**src/rtl/cpu_pkg.sv**
```systemverilog
// Shared widths, reset address and fetch FSM encoding for the CPU front end.
package cpu_pkg;
  localparam int XLEN       = 32;
  localparam int OPCODE_W   = 5;
  localparam int OPCODE_MSB = 31;

  localparam logic [XLEN-1:0] RESET_PC_DEFAULT = 32'h0000_0000;

  typedef enum logic [1:0] {
    FETCH,
    WAIT,
    DISCARD
  } fetch_state_t;
endpackage

```
**src/rtl/fetch_skid_buf.sv**
```systemverilog
// One-entry holding slot for an instruction word that returns while IF/ID is stalled.
module fetch_skid_buf
  import cpu_pkg::*;
(
  input  logic            clk,
  input  logic            rst_n,
  input  logic            clear,
  input  logic            load,
  input  logic [XLEN-1:0] load_instr,
  input  logic [XLEN-1:0] load_pc,
  input  logic            unload,
  output logic            valid,
  output logic [XLEN-1:0] instr,
  output logic [XLEN-1:0] pc
);

  // load wins over unload so a same-cycle refill keeps the slot occupied
  always_ff @(posedge clk) begin
    if (!rst_n || clear) begin
      valid <= 1'b0;
    end else if (load) begin
      valid <= 1'b1;
    end else if (unload) begin
      valid <= 1'b0;
    end
  end

  always_ff @(posedge clk) begin
    if (!rst_n) begin
      instr <= '0;
      pc    <= '0;
    end else if (load && !clear) begin
      instr <= load_instr;
      pc    <= load_pc;
    end
  end

endmodule

```
**src/rtl/fetch_stage.sv**
```systemverilog
// Instruction fetch: one outstanding imem request, IF/ID register, skid slot, branch redirect.
// state   | meaning
// FETCH   | nothing outstanding, may issue
// WAIT    | one request outstanding, response will be used
// DISCARD | one request outstanding, response will be dropped
module fetch_stage
  import cpu_pkg::*;
#(
  parameter logic [XLEN-1:0] RESET_PC = RESET_PC_DEFAULT
) (
  input  logic                clk,
  input  logic                rst_n,
  output logic                imem_req,
  output logic [XLEN-1:0]     imem_addr,
  input  logic                imem_rvalid,
  input  logic [XLEN-1:0]     imem_rdata,
  input  logic                stall,
  input  logic                branch_taken,
  input  logic [XLEN-1:0]     branch_target,
  output logic                if_valid,
  output logic [XLEN-1:0]     if_instr,
  output logic [XLEN-1:0]     if_pc,
  output logic [OPCODE_W-1:0] if_opcode
);

  fetch_state_t    state, state_nxt;
  logic [XLEN-1:0] pc, req_pc;
  logic            ifid_free, issue_ok, resp;
  logic            skid_valid, skid_load, skid_unload;
  logic [XLEN-1:0] skid_instr, skid_pc;

  always_comb begin
    ifid_free   = !if_valid || !stall;
    issue_ok    = !skid_valid && !(if_valid && stall);
    imem_req    = rst_n && issue_ok && !branch_taken &&
                  (state == FETCH || (state == WAIT && imem_rvalid));
    resp        = (state == WAIT) && imem_rvalid && !branch_taken;
    skid_load   = resp && (!ifid_free || skid_valid);
    skid_unload = ifid_free && skid_valid;
  end

  always_comb begin
    state_nxt = state;
    if (branch_taken) begin
      if (state != FETCH) state_nxt = imem_rvalid ? FETCH : DISCARD;
    end else if (imem_req) begin
      state_nxt = WAIT;
    end else if (imem_rvalid && state != FETCH) begin
      state_nxt = FETCH;
    end
  end

  assign imem_addr = pc;
  assign if_opcode = if_instr[OPCODE_MSB -: OPCODE_W];

  fetch_skid_buf u_skid (
    .clk        (clk),
    .rst_n      (rst_n),
    .clear      (branch_taken),
    .load       (skid_load),
    .load_instr (imem_rdata),
    .load_pc    (req_pc),
    .unload     (skid_unload),
    .valid      (skid_valid),
    .instr      (skid_instr),
    .pc         (skid_pc)
  );

  always_ff @(posedge clk) begin
    if (!rst_n) begin
      // a request still in flight across reset must have its late response swallowed
      state    <= (state != FETCH && !imem_rvalid) ? DISCARD : FETCH;
      pc       <= RESET_PC;
      req_pc   <= RESET_PC;
      if_valid <= 1'b0;
      if_instr <= '0;
      if_pc    <= '0;
    end else begin
      state <= state_nxt;
      if (branch_taken) begin
        pc <= branch_target & ~XLEN'(3);
      end else if (imem_req) begin
        pc     <= pc + XLEN'(4);
        req_pc <= pc;
      end
      if (branch_taken) begin
        if_valid <= 1'b0;
      end else if (ifid_free) begin
        if (skid_valid) begin
          if_valid <= 1'b1;
          if_instr <= skid_instr;
          if_pc    <= skid_pc;
        end else if (resp) begin
          if_valid <= 1'b1;
          if_instr <= imem_rdata;
          if_pc    <= req_pc;
        end else begin
          if_valid <= 1'b0;
        end
      end
    end
  end

endmodule

```
**config.mk**
```make
export PLATFORM = sky130hd
export DESIGN_NAME = fetch_stage
export DESIGN_NICKNAME = d
export VERILOG_FILES = /design/src/rtl/cpu_pkg.sv /design/src/rtl/fetch_skid_buf.sv /design/src/rtl/fetch_stage.sv
export SDC_FILE = /design/constraint.sdc
export NUM_CORES = 1
export LEC_CHECK = 0
export CORE_UTILIZATION = 48
export DETAILED_ROUTE_END_ITERATION = 12
export PLACE_DENSITY = 0.77
export SYNTH_ARGS = -nofsm -noshare
export SYNTH_HDL_FRONTEND = slang
export SYNTH_SLANG_ARGS = --single-unit
```
**constraint.sdc**
```tcl
create_clock -name clk -period 7 [get_ports clk]
set_clock_uncertainty 0.1 [all_clocks]
set_input_delay 1.4 -clock clk [delete_from_list [all_inputs] [get_ports clk]]
set_output_delay 1.4 -clock clk [all_outputs]
set_load 0.02 [all_outputs]
```
==> results.yml <==
synth:
  synth.most_common_cell: "nand2_1"
  ys_seq_area_share_pct: 46.9
  avgSynthCellArea_sq_um: 8.38
  synth.area.top_cells: "dfxtp_1, nand2_1, mux2i_1"
  synth_commonest_cells: "nand2_1, dfxtp_1, a21oi_1, nor2_1"
  synthesis.area_sq_um: 8070
  synth_top_cell_by_area: "dfxtp_1"
  ys_ff_latch: 188
  synth-edff-count: 2
  synthCells: 963
  synth_top_area_share_pct: 46.1
  synth_cell_type_count: 49
  ys.flop_type: "dfxtp_1"
  ys_warn_count: 0
  ys_async_sr_fraction_pct: 0
placement:
  dp_hpwl_microns: 13200
  gp_congestion: 0.845
  dp_cells: 1269
  portBuffers: 165
  place_area_sq_um: 9700
global_route:
  track_usage_pct: 24.0
  grt_pass1_vias: 6482
  antenna_found_initial: 0
  grt_pass1_wl_microns: 33600
  grt_overflow: 0
  grt_max_degree: 93
finish:
  instances_no_fill: 1301
  area_delta_synth_final_pct: 27.4
  nets: 1138
  post-route-cell-area_sq_um: 10300
  antenna_cells: 0
  drive_above_1_share_pct: 4.35
power_and_ir_drop:
  pwr-share-comb_pct: 12.5
  seqPwrFrac_pct: 48.2
  finalPower_mw: 2.41
  ir_worst_vdd_uv: 177
  p_switching_uw: 612
  swShare_pct: 25.4
  leakagePower_nw: 3.27
  cellPowerDensity_nw_per_um2: 234
  intPower_mw: 1.80
  power_frac_clock_pct: 39.3
clocking:
  clk_pin_slew_ns: 0.06
  cts.htree.levels: 4
  post_cts_buffers: 0
  worstSkewPairLatency_ns: 0.43
  clock-sinks: 188
  cts_hold_buf: 0
  clk_path_buf_depth: 2
  cts_tree: "done"
  cts_inserted_buffers: 17
  ctsRootBufferMaster: "clkbuf_16"
  cts.repair.resized: 0
floorplanning:
  io_pins: 172
  die_h_microns: 132
  die_w_microns: 132
  start_util_pct: 48.9
  row_count: 47
  core-area_sq_um: 16500
  dieArea_sq_um: 17300
timing:
  slew_violations: 0
  holdWs_ns: 0.354
  tns_ns: 0
  rsz0062_at_grt: "no"
  relSlewSlack_pct: 21.4
  clock.fmax_mhz: 178
  hold_viol: 0
  worst-slew-pin-transition_ns: 1.17
  setup_viol: 0
  finalCritPeriodShare_pct: 80.2
  min_period_ns: 5.61
worst_setup_path:
  critPathLaunchType: "primary input"
  worstSetupEndpointType: "output pin"
  cp_max_fo: 42
  required_ns: 5.50
  worstSetupPathType: "primary input to output pin"
  critPathArrivalTime_ns: 4.11
routing:
  drtIter0Drc: 658
  firstDrtPassIters: 5
  wl_per_cell_microns: 15.8
  ant_nets: 0
  drcViolationCount: 0
  vias_per_cell: 5.55
  wirelength_microns: 20600
  num_vias: 7225
worst_hold_path:
  holdCritPathClass: "flip-flop to flip-flop"
flow_run:
  drv_cap: 0
outcome:
  outcome: "complete, no violations"
## placed cells by master (no fill, tap or decap), types with 12 or more instances in the layout
cell and n:
dfxtp_1 185, nand3_1 40, nor2_1 68, o311ai_0 15
a31oi_1 19, clkbuf_16 18, nand2_1 203, mux2i_1 63
a21oi_1 68, a211oi_1 64, nor4_1 14, clkdlybuf4s50_1 165
o21ai_0 12, and2_1 12, nand4_1 13
## flip-flops by register name, indices dropped and copies added, names as in the netlist
register      cells
if_instr         32
u_skid.instr     32
if_pc            30
imem_addr        30
req_pc           30
u_skid.pc        30
state             2
if_valid          1
u_skid.valid      1
## worst max-delay path: stages
cell	delay, ns
clkdlybuf4s50_1	0.58
or4b_1	0.61
or3_1	0.38
inv_1	0.06
buf_4	0.38
clkdlybuf4s50_1	0.69
## per-layer routing
metal,routed length [microns],up-vias,track usage (%)
li1,-,3654,-
met1,9650,3310,33.9
met2,9450,244,36.8
met4,228,0,7.04
met5,0,-,0
met3,1230,17,4.82
## area by class of cell
class | instances | area (sq um)
Fill cell | 1475 | 6240
Inverter | 10 | 40.0
Timing Repair Buffer | 175 | 1730
Multi-Input combinational cell | 676 | 3870
Clock inverter | 9 | 111
Tap cell | 220 | 275
Sequential cell | 188 | 3790
Clock buffer | 23 | 469
## final timing paths
path / slack [ns] / start / cells past startpoint / to
worst max register to register: 4.18 / state[1] / 6 / if_pc[17]
worst min register to register: 0.35 / u_skid.pc[20] / 2 / u_skid.pc[20]
worst min-delay path: 0.35 / u_skid.pc[20] / 2 / u_skid.pc[20]
worst max-delay path: 1.39 / rst_n / 6 / imem_req
## cells by family after synthesis
group,count (synthesis),share of synthesized area (%)
simple gates,398,22.3
compound gates,206,16.9
flops,188,46.9
buf+inv,102,5.52
mux,63,7.81
xor+xnor,3,0.326
fa+ha+maj,2,0.279
other cells,1,0.0465
## power by group through the flow
stage	Sequential, mW	Clock [mW]	Combinational, mW
6_report	1.16	0.948	0.301
5_1_grt	1.17	1.01	0.326
4_1_cts	1.16	0.967	0.301
3_5_place_dp	1.18	0	0.300
3_3_place_gp	1.18	0	0.297
2_1_floorplan	1.20	0	0.138
## per-stage QoR
| stage | util, % | setup WS, ns |
|---|---|---|
| after floorplan | - | 2.40 |
| after global placement | 58.7 | 1.43 |
| after detailed placement | 58.7 | 1.43 |
| after CTS | 62.2 | 1.42 |
| after global routing | 62.2 | 1.27 |
| final | 62.2 | 1.39 |
(Power assumes the default switching activity.)
